==> config.mk <==
export PLATFORM = sky130hd
export DESIGN_NAME = forward_hazard_ctrl_flat
export DESIGN_NICKNAME = d
export VERILOG_FILES = /design/src/rtl/forward_hazard_ctrl_if.sv /design/src/rtl/forward_hazard_ctrl.sv /design/src/flat_wrapper.sv
export SDC_FILE = /design/constraint.sdc
export NUM_CORES = 1
export LEC_CHECK = 0
export CAP_MARGIN = 0
export CORE_MARGIN = 3
export CORE_UTILIZATION = 50
export DETAILED_ROUTE_END_ITERATION = 10
export HOLD_SLACK_MARGIN = 0.1
export PLACE_DENSITY = 0.78
export SETUP_SLACK_MARGIN = 0.15
export SYNTH_ARGS = -nofsm -noshare
export SYNTH_HDL_FRONTEND = slang
export SYNTH_SLANG_ARGS = --single-unit
export TNS_END_PERCENT = 50
==> constraint.sdc <==
create_clock -name clk -period 3.06 [get_ports clk]
set_input_delay 0.765 -clock clk [delete_from_list [all_inputs] [get_ports clk]]
set_output_delay 0.765 -clock clk [all_outputs]
set_load 0.02 [all_outputs]
==> src/rtl/forward_hazard_ctrl_if.sv <==
// forward_hazard_ctrl_if: ID-stage operand info in, forwarding selects and load-use stall out
interface forward_hazard_ctrl_if #(parameter int REG_ADDR_W = 5, parameter int CNT_W = 16);
  logic id_valid, id_uses_rt, id_reg_write, id_mem_read, flush, stall;
  logic [REG_ADDR_W-1:0] id_rs, id_rt, id_dest;
  logic [1:0] fwd_a_sel, fwd_b_sel;
  logic [CNT_W-1:0] stall_count;
  modport master (
    output id_valid, id_rs, id_rt, id_uses_rt, id_reg_write, id_mem_read, id_dest, flush,
    input fwd_a_sel, fwd_b_sel, stall, stall_count
  );
  modport slave (
    input id_valid, id_rs, id_rt, id_uses_rt, id_reg_write, id_mem_read, id_dest, flush,
    output fwd_a_sel, fwd_b_sel, stall, stall_count
  );
endinterface

==> src/rtl/forward_hazard_ctrl.sv <==
// forward_hazard_ctrl: ALU operand forwarding selects and load-use stall from EX/MEM/WB records
module forward_hazard_ctrl #(
  parameter int REG_ADDR_W = 5,
  parameter int CNT_W = 16
) (
  input logic clk,
  input logic reset,
  forward_hazard_ctrl_if.slave bus
);
  typedef struct packed {
    logic valid;
    logic reg_write;
    logic mem_read;
    logic [REG_ADDR_W-1:0] dest;
  } rec_t;
  rec_t ex, mem, wb;
  logic [REG_ADDR_W-1:0] ex_rs, ex_rt;
  logic ex_uses_rt;
  logic [CNT_W-1:0] cnt;
  logic load_hit;
  function automatic logic writes(rec_t r, logic [REG_ADDR_W-1:0] a);
    return r.valid && r.reg_write && r.dest != '0 && r.dest == a;
  endfunction
  // MEM is checked before WB so the newest producer wins
  always_comb begin
    load_hit = ex.valid && ex.mem_read && ex.dest != '0 &&
               (ex.dest == bus.id_rs || (bus.id_uses_rt && ex.dest == bus.id_rt));
    bus.stall = bus.id_valid && !bus.flush && load_hit;
    bus.fwd_a_sel = !ex.valid ? 2'd0 : writes(mem, ex_rs) ? 2'd1 : writes(wb, ex_rs) ? 2'd2 : 2'd0;
    bus.fwd_b_sel = !(ex.valid && ex_uses_rt) ? 2'd0 : writes(mem, ex_rt) ? 2'd1 :
                    writes(wb, ex_rt) ? 2'd2 : 2'd0;
  end
  assign bus.stall_count = cnt;
  always_ff @(posedge clk or posedge reset) begin
    if (reset) begin
      ex <= '0;
      mem <= '0;
      wb <= '0;
      ex_rs <= '0;
      ex_rt <= '0;
      ex_uses_rt <= 1'b0;
      cnt <= '0;
    end else begin
      wb <= mem;
      mem <= ex;
      if (!bus.stall && !bus.flush) begin
        ex <= '{valid: bus.id_valid, reg_write: bus.id_reg_write, mem_read: bus.id_mem_read, dest: bus.id_dest};
        ex_rs <= bus.id_rs;
        ex_rt <= bus.id_rt;
        ex_uses_rt <= bus.id_uses_rt;
      end else begin
        ex <= '0;
        ex_rs <= '0;
        ex_rt <= '0;
        ex_uses_rt <= 1'b0;
      end
      if (bus.stall && cnt != '1) cnt <= cnt + 1'b1;
    end
  end
endmodule

==> src/flat_wrapper.sv <==
// flat-port wrapper written by rule: the top's interface ports become plain ports
module forward_hazard_ctrl_flat 
#(
  parameter int REG_ADDR_W = 5,
  parameter int CNT_W = 16
)
  (clk, reset, bus_id_valid, bus_id_rs, bus_id_rt, bus_id_uses_rt, bus_id_reg_write, bus_id_mem_read, bus_id_dest, bus_flush, bus_fwd_a_sel, bus_fwd_b_sel, bus_stall, bus_stall_count);
  forward_hazard_ctrl_if #(.REG_ADDR_W(REG_ADDR_W), .CNT_W(CNT_W)) bus_i ();
  input logic clk;
  input logic reset;
  input wire logic [$bits(bus_i.id_valid)-1:0] bus_id_valid;
  input wire logic [$bits(bus_i.id_rs)-1:0] bus_id_rs;
  input wire logic [$bits(bus_i.id_rt)-1:0] bus_id_rt;
  input wire logic [$bits(bus_i.id_uses_rt)-1:0] bus_id_uses_rt;
  input wire logic [$bits(bus_i.id_reg_write)-1:0] bus_id_reg_write;
  input wire logic [$bits(bus_i.id_mem_read)-1:0] bus_id_mem_read;
  input wire logic [$bits(bus_i.id_dest)-1:0] bus_id_dest;
  input wire logic [$bits(bus_i.flush)-1:0] bus_flush;
  output wire logic [$bits(bus_i.fwd_a_sel)-1:0] bus_fwd_a_sel;
  output wire logic [$bits(bus_i.fwd_b_sel)-1:0] bus_fwd_b_sel;
  output wire logic [$bits(bus_i.stall)-1:0] bus_stall;
  output wire logic [$bits(bus_i.stall_count)-1:0] bus_stall_count;
  assign bus_i.id_valid = bus_id_valid;
  assign bus_i.id_rs = bus_id_rs;
  assign bus_i.id_rt = bus_id_rt;
  assign bus_i.id_uses_rt = bus_id_uses_rt;
  assign bus_i.id_reg_write = bus_id_reg_write;
  assign bus_i.id_mem_read = bus_id_mem_read;
  assign bus_i.id_dest = bus_id_dest;
  assign bus_i.flush = bus_flush;
  assign bus_fwd_a_sel = bus_i.fwd_a_sel;
  assign bus_fwd_b_sel = bus_i.fwd_b_sel;
  assign bus_stall = bus_i.stall;
  assign bus_stall_count = bus_i.stall_count;
  forward_hazard_ctrl #(.REG_ADDR_W(REG_ADDR_W), .CNT_W(CNT_W)) u_core (.clk(clk), .reset(reset), .bus(bus_i));
endmodule
# Yosys cells after proc, flatten, opt, wreduce, memory -nomap -nowiden
# Index checks and enable logic that the tools add are counted.
classes:
  addsub: 1
  eq_ne: 7
  muxes: 10
  reduce_logical: 23
op_table:
  columns: ["cell", "n"]
  rows:
  - ["$eq A5 B5 Y1", 6]
  - ["$logic_and A1 B1 Y1", 17]
  - ["$add A16 B1 Y16 const B", 1]
  - ["$ne A16 B16 Y1 const B", 1]
  - ["$reduce_bool A5 Y1", 3]
  - ["$mux W2", 6]
  - ["$mux W5", 2]
  - ["$mux W8", 1]
  - ["$logic_not A1 Y1", 2]
  - ["$logic_or A1 B1 Y1", 1]
  - ["$mux W1", 1]
word_totals:
  regBits: 49
  inputBits: 22
  out_inout_bits: 21
  word_cells: 55

# Logic depth before layout (Yosys ltp)
# Gate-level depths: netlist of the first run.
depth:
  ltp_word: 8
  mapped_depth: 7
  ltp_nobuf: 6

# Worst setup path after synthesis of the first run
# No wires, ideal clock.
synth_path:
  kind: "in2out"
  from: "input port bus_id_rt[2]"
  to: "output port bus_stall"
  arrival_ns: 1.741
  required_ns: 2.295
  path_slack_ns: 0.554
  path_stages: 4
  path_buffers: 0
  cell_sequence: "xnor2_1 > nand4_1 > o22ai_1 > and2_2"
synth_between:
  elab_chain_cells: 5
synth_rtl:
  columns: ["item", "line", "text"]
  rows:
  - ["from (decl)", "flat_wrapper.sv:13", "input wire logic [$bits(bus_i.id_rt)-1:0] bus_id_rt;"]
  - ["$eq A5 B5 Y1", "forward_hazard_ctrl.sv:27", "(ex.dest == bus.id_rs || (bus.id_uses_rt && ex.dest == bus.id_rt));"]
  - ["$logic_and A1 B1 Y1", "forward_hazard_ctrl.sv:27", null]
  - ["$logic_or A1 B1 Y1", "forward_hazard_ctrl.sv:27", null]
  - ["$logic_and A1 B1 Y1", "forward_hazard_ctrl.sv:26", "load_hit = ex.valid && ex.mem_read && ex.dest != '0 &&"]
  - ["$logic_and A1 B1 Y1", "forward_hazard_ctrl.sv:28", "bus.stall = bus.id_valid && !bus.flush && load_hit;"]
  - ["to (decl)", "flat_wrapper.sv:21", "output wire logic [$bits(bus_i.stall)-1:0] bus_stall;"]
# Every way passes these cells.

# Worst setup path after layout of the first run
layout_path:
  from: "register u_core.mem[0] (netlist name)"
  to: "output port bus_fwd_b_sel[0]"
layout_between:
  elab_chain_cells: 5
  elab_cells_between_ends: 6
  cone_classes: "eq/ne: 1; mux: 2; reduce/logical: 3"
layout_rtl:
  columns: ["item", "line", "text"]
  rows:
  - ["from (decl)", "forward_hazard_ctrl.sv:16", "rec_t ex, mem, wb;"]
  - ["from (signal assigned)", "forward_hazard_ctrl.sv:37", "mem <= '0;"]
  - ["from (signal assigned)", "forward_hazard_ctrl.sv:45", "mem <= ex;"]
  - ["$reduce_bool A5 Y1", "forward_hazard_ctrl.sv:22", "return r.valid && r.reg_write && r.dest != '0 && r.dest == a;"]
  - ["$logic_and A1 B1 Y1", "forward_hazard_ctrl.sv:22", null]
  - ["$logic_and A1 B1 Y1 *", "forward_hazard_ctrl.sv:22", null]
  - ["$mux W2 * (2 in a row)", "forward_hazard_ctrl.sv:30", "bus.fwd_b_sel = !(ex.valid && ex_uses_rt) ? 2'd0 : writes(mem, ex_rt) ? 2'd1 :"]
  - ["to (decl)", "flat_wrapper.sv:20", "output wire logic [$bits(bus_i.fwd_b_sel)-1:0] bus_fwd_b_sel;"]
# Every way passes the cells marked *; elsewhere a longest branch is shown, timed or not.

==> results of run 1 <==
-- final cells by class --
class                           count  share of cell area
Tap cell                           50             0.02241
Multi-Input combinational cell    129              0.3380
Inverter                            2            0.002689
Clock buffer                        5             0.02465
Clock inverter                      2             0.01255
Timing Repair Buffer               48              0.1605
Sequential cell                    49              0.4393
-- how the worst max path moves through the flow --
stage                  startpoint                to  depth (start not counted)
floorplan            bus_id_rt[2]         bus_stall                          4
global placement     bus_id_rs[0]         bus_stall                          6
detailed placement   bus_id_rs[1]         bus_stall                          6
CTS                 u_core.mem[0]  bus_fwd_b_sel[0]                          5
global route        u_core.mem[0]  bus_fwd_b_sel[0]                          5
finish              u_core.mem[0]  bus_fwd_b_sel[0]                          5
-- flip-flops by register name, indices dropped and copies added, names as in the netlist --
| register | flops |
|---|---|
| u_core.wb | 7 |
| u_core.ex | 8 |
| u_core.bus.stall_count | 16 |
| u_core.ex_rt | 5 |
| u_core.ex_uses_rt | 1 |
| u_core.mem | 7 |
| u_core.ex_rs | 5 |
-- power by group --
part | switching [uW] | internal (uW)
Combinational | 47.2 | 64.6
Sequential | 23.3 | 670
Clock | 203 | 238
Total | 274 | 972
-- Yosys cell counts (2+ instances only) --
cell,instances
sky130_fd_sc_hd__mux2_2,2
sky130_fd_sc_hd__and2_1,4
sky130_fd_sc_hd__xnor2_1,32
sky130_fd_sc_hd__o211ai_1,2
sky130_fd_sc_hd__nor4_1,4
sky130_fd_sc_hd__dfrtp_1,49
sky130_fd_sc_hd__nand4b_1,2
sky130_fd_sc_hd__nand3b_1,2
sky130_fd_sc_hd__xor2_1,12
sky130_fd_sc_hd__and2_2,17
sky130_fd_sc_hd__and3_1,3
sky130_fd_sc_hd__nand2_1,9
sky130_fd_sc_hd__nand4_1,5
sky130_fd_sc_hd__nor2_1,4
sky130_fd_sc_hd__or4_1,3
sky130_fd_sc_hd__nor2b_1,2
sky130_fd_sc_hd__and4_1,3
sky130_fd_sc_hd__nand3_1,13
sky130_fd_sc_hd__nor3_1,3
-- routing by layer --
layer / vias up / GRT usage / part of all wire
met4: 0 / 0.05637 / 0.018
li1: 726 / - / -
met3: 8 / 0.05956 / 0.051
met2: 36 / 0.2609 / 0.45
met1: 691 / 0.2366 / 0.48
met5: - / 0 / 0
-- kinds of logic (layout without fill, tap and decap cells) --
logic type,Yosys count,count (layout)
xor gates and xnor gates,44,44
AOI/OAI and AO/OA,7,7
buffers and inverters,5,57
and+or+nand+nor,75,75
muxes,2,2
DFF,49,49
adders and majority gates,1,1
-- worst max-delay path: cells and delay by family, from the launching register on --
kind | cells | cell delay (ns)
AOI/OAI and AO/OA | 1 | 0.24
buffers and inverters | 1 | 0.31
DFF | 1 | 0.43
and+or+nand+nor | 3 | 0.84
-- repair_timing --
action | CTS | global route
buffers inserted | 0 | 0
endpoints found under the hold margin | 0 | 0
endpoints found under the setup margin | 5 | 4
hold buffers | 0 | 0
gates resized for setup | 14 | 2
pin swaps | 0 | 1
-- per-stage QoR --
stage                     total power [uW]  cell area, um2  hold WS [ns]
after global routing                  1300            2791        0.3734
final                                 1246            2791        0.3653
after global placement               816.8            2705        0.3321
after detailed placement             819.2            2705        0.3490
after CTS                             1256            2804        0.3689
after floorplan                      768.7            2201        0.3312
==> results by stage, run 1 <==
Outcome:
- The flow ran to the end, and the final reports show no timing, DRC or antenna violations.

Finish:
- The finished layout holds between 200 and 300 standard cells, fillers aside.
- The number of antenna cells inserted is 0.
- Leaving out fill and tap cells, the most frequent cells in the layout are 49 x sky130_fd_sc_hd__dfrtp_1, 37 x sky130_fd_sc_hd__clkdlybuf4s50_1, 32 x sky130_fd_sc_hd__xnor2_1, 17 x sky130_fd_sc_hd__and2_2, 13 x sky130_fd_sc_hd__nand3_1.
- The core utilization of the finished layout is 0.6783.
- The post-synthesis to final-layout area growth is 26.83%.
- The commonest non-fill, non-tap cell in the layout is sky130_fd_sc_hd__dfrtp_1.
- The number of filler cells placed in the layout is ~310.
- Of the cells placed in the final design, the portion with a size suffix greater than 1 is 0.1660.
- The register area is roughly 0.0012 mm2.
- The combined area of the multi-input logic cells is roughly 940 um2.
- The final layout net count is between 200 and 300.

Logic synthesis:
- The number of nets handed over by synthesis was 206.
- Synthesis produced 183 cells.
- Of the total synthesized cell area, the portion taken by AND, OR, NAND and NOR gates is 0.2075.
- The fraction of the mapped netlist area in compound gates is 0.03013.
- The distinct cell type count of the synthesized netlist is 31.
- The xor and xnor area share after synthesis is 0.1751.
- By area, the combinational part of the netlist is dominated by simple AND/OR/NAND/NOR gates.
- The average size of a mapped cell is about 12 um2.
- Of the post-synthesis cell area, the part taken by muxes is 0.01023.
- Of all flip-flops after synthesis, the portion carrying an async set or reset was 1.000.
- The library cell occupying the most area in the post-synthesis netlist is sky130_fd_sc_hd__dfrtp_1.
- Summing every instance area after synthesis gives roughly 0.0022 mm2.
- The commonest register cell after synthesis is sky130_fd_sc_hd__dfrtp_1.
- The area fraction of the dominant cell type after synthesis is 0.5571.
- Counting flops and latches in the post-synthesis netlist gives 49.
- The count of warnings emitted by yosys is 0.
- The number of flops mapped to enable cells by yosys is 0.
- For this run, the register share of the synthesized area comes to 0.5571.
- Of the total synthesized cell area, the portion taken by full adders, half adders and majority gates is 0.005685.
- In the post-synthesis netlist, the biggest area contributors are sky130_fd_sc_hd__dfrtp_1 56%, sky130_fd_sc_hd__xnor2_1 13%, sky130_fd_sc_hd__and2_2 5.8%.

Critical path:
- The depth of the worst register-to-register path is 7.
- The critical path is of the flop to primary output type.
- The cell with the biggest individual delay on the critical path is sky130_fd_sc_hd__or4_1.
- The launch instance of the worst register-to-register path is u_core.ex[0].
- The largest fanout of any net on the critical path is 4.
- For the worst setup path, the data arrival time is between 2 and 2.5 ns.
- The largest stage delay on the critical path is approximately 0.55 ns.
- For flop-to-flop paths, the worst setup slack is around 0.87 ns.
- The worst setup path is launched from a flop.
- The critical path goes through or4_1 -> o211ai_1 -> nor4_1 -> and3_1 -> dlygate4sd2_1.
- The kind of capture point of the worst setup path is a primary output.
- For the worst setup path, the data required time is between 2 and 2.5 ns.
- The endpoint identified for the worst register-to-register timing path is u_core.bus.stall_count[1].

STA:
- The transition time at the pin with the least slew margin is approximately 0.60 ns.
- The sum of negative setup slack is 0 ns.
- Setup repair after global routing could not meet its margin everywhere.
- The final-report hold violation count is 0.
- The clock arrives with a little under 0.01 ns of skew.
- The count of final max-slew check failures is 0.
- The number of setup violations in the final report is 0.
- The headroom to the max-slew limit is 0.5969.
- The fmax is 346.0 MHz.
- The final worst setup slack is ~0.17 ns.
- The ratio of final minimum period to clock period is 0.9445.
- After layout, the minimum clock period comes to 2.890 ns.

GRT:
- The via count of the first global-routing pass is ~1500.
- Across every metal layer, demand over resource in global routing totals 0.1736.
- The number of antenna violations at the first check in global routing was 0.
- The first global-routing pass estimated 6975 um of wire.
- The maximum number of pins on one net before global-route repair is 50.
- The global-route congestion overflow total is 0.

CTS:
- In this run the clock root is driven by a sky130_fd_sc_hd__clkbuf_8.
- TritonCTS built the clock tree.
- CTS saw between 40 and 50 sinks.
- The number of buffers inserted during clock tree synthesis is 5.
- The later-pin clock latency in the skew report is ~0.3 ns.
- The longest clock path from root to sink contains 2 buffers.
- The clock transition at the registers of the reported paths is around 0.09 ns.
- CTS built an H-tree with a depth of 2.

Die:
- The die span in x is 72.35 um.
- The die is 72.35 um tall.
- The die covers roughly 0.0052 mm2.
- For this design the top-level I/O count stands at 43.
- The area of the core region is between 0.004 and 0.005 mm2.
- The floorplan has 23 rows.
- The initial utilization of the core area, before any placement, comes to 0.5348.

Route:
- The count of nets left with antenna violations once routing finished came out at 0.
- Using the TritonRoute via totals, the vias-per-cell ratio works out to 5.126.
- The total routed wirelength is between 4000 and 5000 um.
- The detailed router finished its first iteration with about 110 violations.
- The average wire per cell in the routed design is 14.27 um.
- After detailed routing, the number of remaining DRC violations is 0.
- The total vias in the final route is 1461.
- Before antenna repair, the detailed router went through 4 iterations.

Hold path:
- The path type of the worst min-delay path is flop to flop.
- The hold path endpoint is u_core.mem[6].
- Along the worst hold path, the cell count comes to 0.
- The startpoint identified for the worst hold timing path is u_core.ex[6].

Place:
- The number of cells in the design after placement is 278.
- Input and output buffers added on the ports amount to 42.
- The total half-perimeter wirelength after legalization and detailed placement is approximately 3000 um.
- Timing analysis after detailed placement gives a worst setup slack of -0.2014 ns.
- Routability-driven placement finished with a final weighted congestion of roughly 0.76.

Pwr:
- The worst ir drop on vdd is between 0.4 and 0.5 mV.
- The reported leakage power is ~0.0012 uW.
- The power per standard cell area is ~450 mW/mm2.

Run:
- The reported max-cap violation count is 0.
No activity file was read; power rests on OpenSTA's default activity.
==> inputs of run 2 (changes only) <==
--- a/config.mk
+++ b/config.mk
@@ -8,10 +8,12 @@
 export CAP_MARGIN = 0
 export CORE_MARGIN = 3
 export CORE_UTILIZATION = 50
+export CTS_BUF_LIST = sky130_fd_sc_hd__clkbuf_2
 export DETAILED_ROUTE_END_ITERATION = 10
-export HOLD_SLACK_MARGIN = 0.1
+export HOLD_SLACK_MARGIN = 0.05
 export PLACE_DENSITY = 0.78
 export SETUP_SLACK_MARGIN = 0.15
+export SKIP_LAST_GASP = 1
 export SYNTH_ARGS = -nofsm -noshare
 export SYNTH_HDL_FRONTEND = slang
 export SYNTH_SLANG_ARGS = --single-unit
==> run 2 against run 1 <==
  * Global-route usage rose by 0.64 points
  * Maximum frequency down 0.16%
  * Worst hold slack gained 0.027 ns
  * Wire length increased by 2.5%
  * First-iteration DRC count down 18%
  * Non-clock buffer count grew 7
  * Sequential cell count stayed put
  * Clock-buffer cell count did not move
  * Design area increased by 0.63%
  * Sequential power barely moved
  * Setup slack got worse by 0.0047 ns
  * Sequential share of layout area fell by 0.27 points
  * Largest power group unchanged
  * Highest routed layer unchanged
==> results by stage, run 2 (synthesis results as in run 1) <==
Outcome:
- The run finished with clean final reports.

GRT:
- The maximum number of pins on one net before global-route repair came to 50 (unchanged).
- The via count of the first global-routing pass is 1533 (+3.2%).
- The global-route congestion overflow total was 0 (unchanged).
- The global routing usage summed across all routing layers is 0.1800 (+0.006440).
- The first-pass GRT wire length was 7231 um (+3.7%).
- The number of antenna violations at the first check in global routing came to 0 (unchanged).

Pwr:
- The switching power is 274.1 uW (about the same).
- The part of the power in the clock network is 0.289 (-0.065).
- The power share of the sequential group is 0.602 (+0.046).
- The internal power summed over all cells came to 875.4 uW (-9.9%).
- The worst ir drop on vdd came to 0.2973 mV (-40%).
- The reported leakage power is 0.001232 uW (+1.2%).
- The power per standard cell area came to 409.2 mW/mm2 (-8.3%).
- The fraction of power consumed by combinational cells is 0.109 (+0.019).
- The fraction of power spent switching nets is 0.2384 (+0.01849).

Route:
- The total routed wirelength was 4169 um (+2.5%).
- The total iterations of the first detailed-routing run is 4 (unchanged).
- The iteration-0 DRC count of the detailed router came to 91 (-18%).
- The total vias in the final route is 1494 (+2.3%).
- The antenna violation net count after detailed routing is 0 (unchanged).
- The via count normalized by instance count was 5.116 (-0.19%).
- The average wire per cell in the routed design is 14.28 um (about the same).
- The DRC violation count after routing is 0 (unchanged).

Finish:
- The final layout net count is 265 (+2.7%).
- The number of filler cells placed in the layout is 316 (+1.3%).
- The core utilization of the finished layout is 0.6826 (+0.004256).
- The library cells used most frequently in the layout, excluding fill and tap cells, are 49 x sky130_fd_sc_hd__dfrtp_1, 37 x sky130_fd_sc_hd__clkdlybuf4s50_1, 32 x sky130_fd_sc_hd__xnor2_1, 17 x sky130_fd_sc_hd__and2_2.
- The final instance area is 0.002809 mm2 (+0.63%).
- The flip-flop count of the largest register after layout was 16 (unchanged).
- The fraction of layout instances using a drive strength above 1 is 0.2107 (+0.04479).
- The number of antenna cells inserted was 0 (unchanged).
- The commonest non-fill, non-tap cell in the layout is sky130_fd_sc_hd__dfrtp_1.
- The post-synthesis to final-layout area growth is 27.63%.
- The count of placed standard cells in the final layout, fillers left out is 292 (+2.5%).

CTS:
- The later-pin clock latency in the skew report is 0.44 ns (+0.14 ns).
- The clock tree from TritonCTS is done.
- The number of buffers inserted during clock tree synthesis came to 5 (unchanged).
- The clock transition at the registers of the reported paths is 0.25 ns (+0.16 ns).
- The maximum root-to-sink buffer count is 2 (unchanged).
- The number of clock sinks came to 49 (unchanged).
- The number of hold buffers added after CTS came to 0 (unchanged).
- The cell sitting at the root of the clock tree is a sky130_fd_sc_hd__clkbuf_2.
- The number of H-tree branching levels came to 2 (unchanged).

STA:
- The final-report hold violation count was 0 (unchanged).
- The worst hold slack is 0.3928 ns (+0.02748 ns).
- The count of final max-slew check failures was 0 (unchanged).
- The transition time at the pin with the least slew margin was 0.5812 ns (-0.02353 ns).
- The minimum clock period is 2.895 ns (+0.004740 ns).
- The fmax was 345.4 MHz (-0.16%).
- The number of setup violations in the final report was 0 (unchanged).
- The clock skew is 0.02697 ns (+0.01729 ns).
- The ratio of final minimum period to clock period is 0.9460 (+0.001549).
- Setup repair after global routing could not meet its margin everywhere.
- The final worst setup slack is 0.1651 ns (-0.004740 ns).
- The headroom to the max-slew limit is 0.6125 (+0.01569).

Die:
- The effective utilization at floorplan is 0.5348 (unchanged).
- The number of rows created at floorplan was 23 (unchanged).
- The die span in x was 72.35 um (unchanged).
- The die height came to 72.35 um (unchanged).
- The full die area came to 0.005234 mm2 (unchanged).
- The area of the core region was 0.004115 mm2 (unchanged).
- The I/O pin total is 43 (unchanged).

Critical path:
- By startpoint and endpoint, the worst setup path is classified as flop to primary output.
- The arrival time reported for the critical path endpoint is 2.13 ns (about the same).
- The startpoint kind of the worst setup timing path is a flop.
- The largest fanout of any net on the critical path was 2 (-2).
- The startpoint identified for the worst register-to-register timing path is u_core.ex[0].
- The critical path data required time is 2.29 ns (about the same).
- In this run the worst setup path begins at u_core.mem[2].
- The kind of capture point of the worst setup path is a primary output.
- The depth of the worst register-to-register path is 7 (unchanged).

Hold path:
- The cell depth of the worst min-delay path was 0 (unchanged).
- The source of the worst hold timing path is u_core.ex[6].
- The path type of the worst min-delay path is flop to flop.

Run:
- The reported max-cap violation count was 0 (unchanged).

Place:
- The total half-perimeter wirelength after legalization and detailed placement was 3048 um (unchanged).
- The global placer's final weighted congestion was 0.7602 (unchanged).
- The number of port buffers is 42 (unchanged).
- The number of cells in the design after placement came to 278 (unchanged).
- The worst slack at placement is -0.2014 ns (unchanged).
- The total cell area at the placement stage came to 0.002705 mm2 (unchanged).
[run 2: cell count changes in the layout (fill, tap and decap cells not counted), sizes merged]
| cell | previous run | this run |
|---|---|---|
| dlygate4sd2 | 2 | 0 |
| buf | 9 | 16 |
| clkbuf | 5 | 7 |
[run 2: worst max-delay path, cell delays in order (launching register included)]
cell and delay (ns):
sky130_fd_sc_hd__dfrtp_1 0.44, sky130_fd_sc_hd__or4_4 0.53, sky130_fd_sc_hd__o211ai_1 0.30, sky130_fd_sc_hd__nor4_2 0.11, sky130_fd_sc_hd__and3_1 0.19, sky130_fd_sc_hd__buf_2 0.15
[run 2: path summary, 6_finish.rpt]
path | end | slack [ns]
min reg2reg | u_core.mem[6] | 0.39
max | bus_fwd_b_sel[0] | 0.17
min in group asynchronous | u_core.bus.stall_count[8] | 0.75
max in group asynchronous | u_core.ex[4] | 1.90
max reg2reg | u_core.bus.stall_count[1] | 0.94
min | u_core.mem[6] | 0.39
[run 2: metrics by stage]
| stage | total power (uW) | TNS [ns] |
|---|---|---|
| 2_1_floorplan | 768.7 | 0 |
| 3_3_place_gp | 816.8 | -0.1915 |
| 3_5_place_dp | 819.2 | -0.2014 |
| 4_1_cts | 1151 | 0 |
| 5_1_grt | 1198 | 0 |
| 6_report | 1149 | 0 |
[run 2: power groups by stage]
stage / Sequential, uW / Clock, uW / Combinational (uW)
finish: 691 / 332 / 126
global route: 695 / 364 / 139
CTS: 691 / 337 / 123
detailed placement: 707 / 0 / 113
global placement: 706 / 0 / 111
floorplan: 701 / 0 / 67.5
[run 2: cell type report]
cell class | count | area [um2] | share of cell area
clock buffer | 5 | 25.02 | 0.008909
clock inverter | 2 | 35.03 | 0.01247
inverter | 2 | 7.507 | 0.002673
multi-input combinational | 129 | 959.7 | 0.3416
sequential | 49 | 1226 | 0.4365
tap | 50 | 62.56 | 0.02227
timing repair buffer | 55 | 493.0 | 0.1755
[run 2: timing repair]
| action | 4_1_cts | 5_1_grt |
|---|---|---|
| pin swaps | 1 | 6 |
| gates resized for setup | 16 | 7 |
| endpoints found under the setup margin | 5 | 5 |
| setup buffers | 6 | 1 |
[run 2: routing by layer]
metal  track usage  vias up  wire (um)
li1              -      737          -
met1        0.2373      718       1935
met2        0.2791       30       1953
met3       0.05125        9        190
met4       0.07516        0         89
met5             0        -          0
==> inputs of run 3 (changes only) <==
--- a/config.mk
+++ b/config.mk
@@ -8,7 +8,7 @@
 export CAP_MARGIN = 0
 export CORE_MARGIN = 3
 export CORE_UTILIZATION = 50
-export CTS_BUF_LIST = sky130_fd_sc_hd__clkbuf_2
+export CTS_CLUSTER_SIZE = 28
 export DETAILED_ROUTE_END_ITERATION = 10
 export HOLD_SLACK_MARGIN = 0.05
 export PLACE_DENSITY = 0.78
==> run 3 against run 2 <==
  * Combinational power fell by 11%
  * Clock skew fell by 0.017 ns
  * Clock power rose by 33%
  * Cell count fell by 2.4%
  * Core utilization fell by 0.091 points
  * Total power rose by 8.4%
  * Via count fell by 2.3%
  * Critical path depth rose by 1
  * Sequential share of layout area rose by 0.058 points
  * Wire length fell by 2.4%
  * Die area did not move
  * Critical endpoint is now bus_stall
  * Highest routed layer unchanged
==> results by stage, run 3 (synthesis results as in run 1) <==
Pwr:
- The fraction of power consumed by combinational cells is 0.090 (-0.019).
- The reported leakage power is 0.001232 uW (about the same).
- The power share of the sequential group came to 0.556 (-0.046).
- The switching power is 274.2 uW (about the same).
- The power per standard cell area is 444.2 mW/mm2 (+8.6%).
- The part of the power in the clock network is 0.354 (+0.065).
- The worst ir drop on vdd is 0.4928 mV (+66%).
- The fraction of power spent switching nets came to 0.2200 (-0.01843).
- The internal power summed over all cells came to 972.0 uW (+11%).
- The total power is 1246 uW (+8.4%).

Hold path:
- In this run the most critical hold path is launched from u_core.ex[6].
- The worst hold path belongs to the class flop to flop.
- The hold path endpoint is u_core.mem[6].
- The cell depth of the worst min-delay path is 0 (unchanged).

Critical path:
- The depth of the worst register-to-register path came to 7 (unchanged).
- The critical path data required time is 2.29 ns (about the same).
- STA classifies the critical path endpoint as a primary output.
- The signal on the critical path passes through clkdlybuf4s50_1 -> xnor2_1 -> nand3_1 -> o22ai_1 -> and2_2 -> dlygate4sd2_1.
- The arrival time reported for the critical path endpoint was 2.22 ns (+0.09 ns).
- The total buffers and inverters traversed by the critical path is 2 (+1).
- The family with the most delay on the worst path is buffers and inverters.
- The largest stage delay on the critical path is 0.51 ns (-0.02 ns).
- The minimum setup slack among reg-to-reg paths was 0.88 ns (-0.06 ns).
- STA classifies the critical path startpoint as an input port.
- The largest fanout of any net on the critical path came to 2 (unchanged).
- The slowest stage of the critical path belongs to the cell sky130_fd_sc_hd__clkdlybuf4s50_1.
- The critical path is of the input port to primary output type.
- In this run the critical register-to-register path is launched from u_core.ex[0].
- The reg-to-reg endpoint is u_core.bus.stall_count[1].

Die:
- The die span in x is 72.35 um (unchanged).
- The I/O pin total is 43 (unchanged).
- The full die area is 0.005234 mm2 (unchanged).
- The effective utilization at floorplan is 0.5348 (unchanged).
- The number of rows created at floorplan is 23 (unchanged).
- The die height was 72.35 um (unchanged).
- The area of the core region is 0.004115 mm2 (unchanged).

GRT:
- The via count of the first global-routing pass was 1485 (-3.1%).
- The global-route met1 utilization came to 0.2366 (-0.0006940).
- The maximum number of pins on one net before global-route repair is 50 (unchanged).
- The met3 demand-to-capacity share in global routing came to 0.05956 (+0.008310).
- The global routing usage summed across all routing layers is 0.1736 (-0.006440).
- The number of antenna violations at the first check in global routing was 0 (unchanged).
- The most utilized layer in the global route result is met2.
- The routing usage on met2 is 0.2609 (-0.01820).
- The global-route congestion overflow total is 0 (unchanged).
- The first-pass GRT wire length is 6975 um (-3.5%).

CTS:
- The clock transition at the registers of the reported paths came to 0.09 ns (-0.16 ns).
- The clock tree from TritonCTS is done.
- The number of buffers inserted during clock tree synthesis was 5 (unchanged).
- The maximum root-to-sink buffer count is 2 (unchanged).
- The number of H-tree branching levels is 2 (unchanged).
- The number of clock sinks is 49 (unchanged).
- The later-pin clock latency in the skew report is 0.30 ns (-0.14 ns).
- The cell chosen for the clock root is sky130_fd_sc_hd__clkbuf_8.
- The number of hold buffers added after CTS was 0 (unchanged).

Route:
- The antenna violation net count after detailed routing is 0 (unchanged).
- The via count normalized by instance count is 5.119 (about the same).
- The total iterations of the first detailed-routing run is 4 (unchanged).
- The average wire per cell in the routed design is 14.28 um (about the same).
- The DRC violation count after routing came to 0 (unchanged).
- The iteration-0 DRC count of the detailed router is 108 (+19%).
- The total vias in the final route came to 1459 (-2.3%).
- The total routed wirelength is 4069 um (-2.4%).

Place:
- The total cell area at the placement stage came to 0.002705 mm2 (unchanged).
- The worst slack at placement is -0.2014 ns (unchanged).
- The global placer's final weighted congestion is 0.7602 (unchanged).
- The number of cells in the design after placement is 278 (unchanged).
- The number of port buffers is 42 (unchanged).
- The total half-perimeter wirelength after legalization and detailed placement was 3048 um (unchanged).

Finish:
- The final instance area is 0.002805 mm2 (-0.13%).
- The number of filler cells placed in the layout came to 309 (-2.2%).
- The count of placed standard cells in the final layout, fillers left out is 285 (-2.4%).
- The commonest non-fill, non-tap cell in the layout is sky130_fd_sc_hd__dfrtp_1.
- The area growth from synthesis to layout is 27.46%.
- The final layout net count was 258 (-2.6%).
- The flip-flop count of the largest register after layout was 16 (unchanged).
- The number of antenna cells inserted is 0 (unchanged).
- The fraction of layout instances using a drive strength above 1 is 0.1617 (-0.04904).
- The top cell types in the final layout, fill and taps aside, are 49 x sky130_fd_sc_hd__dfrtp_1, 37 x sky130_fd_sc_hd__clkdlybuf4s50_1, 32 x sky130_fd_sc_hd__xnor2_1, 17 x sky130_fd_sc_hd__and2_2, 13 x sky130_fd_sc_hd__nand3_1.

STA:
- The clock skew is 0.009683 ns (-0.01729 ns).
- The number of setup violations in the final report is 0 (unchanged).
- The final-report hold violation count is 0 (unchanged).
- The count of final max-slew check failures is 0 (unchanged).
- The ratio of final minimum period to clock period is 0.9767 (+0.03071).
- Setup repair after global routing could not meet its margin everywhere.
- The worst hold slack came to 0.3653 ns (-0.02748 ns).
- The transition time at the pin with the least slew margin is 0.6047 ns (+0.02351 ns).
- The headroom to the max-slew limit is 0.5969 (-0.01568).
- The fmax is 334.6 MHz (-3.1%).
- The minimum clock period was 2.989 ns (+0.09396 ns).
- The final worst setup slack is 0.07116 ns (-0.09396 ns).

Outcome:
- The run finished with clean final reports.

Run:
- The reported max-cap violation count is 0 (unchanged).
-- run 3: cell count changes in the layout (fill, tap and decap cells not counted), moves of 2 or more --
cell	change
sky130_fd_sc_hd__buf_4	-7
sky130_fd_sc_hd__clkbuf_2	-7
sky130_fd_sc_hd__clkbuf_8	+5
sky130_fd_sc_hd__buf_2	-2
sky130_fd_sc_hd__dlygate4sd2_1	+2
sky130_fd_sc_hd__nor4_1	+2
sky130_fd_sc_hd__nor4_2	-2
-- run 3: metrics by stage --
stage | utilization | TNS (ns)
5_1_grt | 0.6817 | -0.01430
2_1_floorplan | - | 0
6_report | 0.6817 | 0
3_5_place_dp | 0.6573 | -0.2014
3_3_place_gp | 0.6573 | -0.1915
4_1_cts | 0.6820 | -0.04367
-- run 3: worst register-to-register path: stages (launching register included) --
cell,delay [ns]
sky130_fd_sc_hd__dfrtp_1,0.43
sky130_fd_sc_hd__or4_1,0.57
sky130_fd_sc_hd__o2111ai_2,0.24
sky130_fd_sc_hd__buf_4,0.16
sky130_fd_sc_hd__a21oi_1,0.04
sky130_fd_sc_hd__buf_4,0.18
sky130_fd_sc_hd__nand2_1,0.12
sky130_fd_sc_hd__mux2_2,0.34
-- run 3: worst max-delay path by stage --
stage | from | to | slack (ns) | depth (start not counted)
after global routing | bus_id_rs[0] | bus_stall | -0.01 | 6
after detailed placement | bus_id_rs[1] | bus_stall | -0.20 | 6
final | bus_id_rs[0] | bus_stall | 0.07 | 6
after floorplan | bus_id_rt[2] | bus_stall | 0.55 | 4
after CTS | u_core.mem[0] | bus_fwd_a_sel[0] | -0.04 | 5
after global placement | bus_id_rs[0] | bus_stall | -0.19 | 6
-- run 3: cell type report --
| cell class | instances | area [um2] | share of cell area |
|---|---|---|---|
| sequential | 49 | 1226 | 0.4371 |
| multi-input combinational | 129 | 943.4 | 0.3363 |
| timing repair buffer | 48 | 461.7 | 0.1646 |
| clock buffer | 5 | 68.82 | 0.02453 |
| tap | 50 | 62.56 | 0.02230 |
| clock inverter | 2 | 35.03 | 0.01249 |
| inverter | 2 | 7.507 | 0.002676 |
-- run 3: timing repair --
action,4_1_cts,5_1_grt
setup endpoints to repair,5,5
gates resized for setup,7,5
endpoints found under the hold margin,0,0
pin swaps,0,2
cloned,0,0
buffers inserted,0,0
-- run 3: power groups by stage --
stage | Combinational (uW) | Sequential (uW) | Clock (uW)
after global routing | 124 | 697 | 480
after CTS | 113 | 693 | 449
after detailed placement | 113 | 707 | 0
after global placement | 111 | 706 | 0
after floorplan | 67.5 | 701 | 0
final | 112 | 693 | 441
-- run 3: routing by layer --
layer,part of all wire,vias up
met4,0.018,0
met3,0.051,8
met5,0,-
met2,0.45,36
li1,-,726
met1,0.48,689
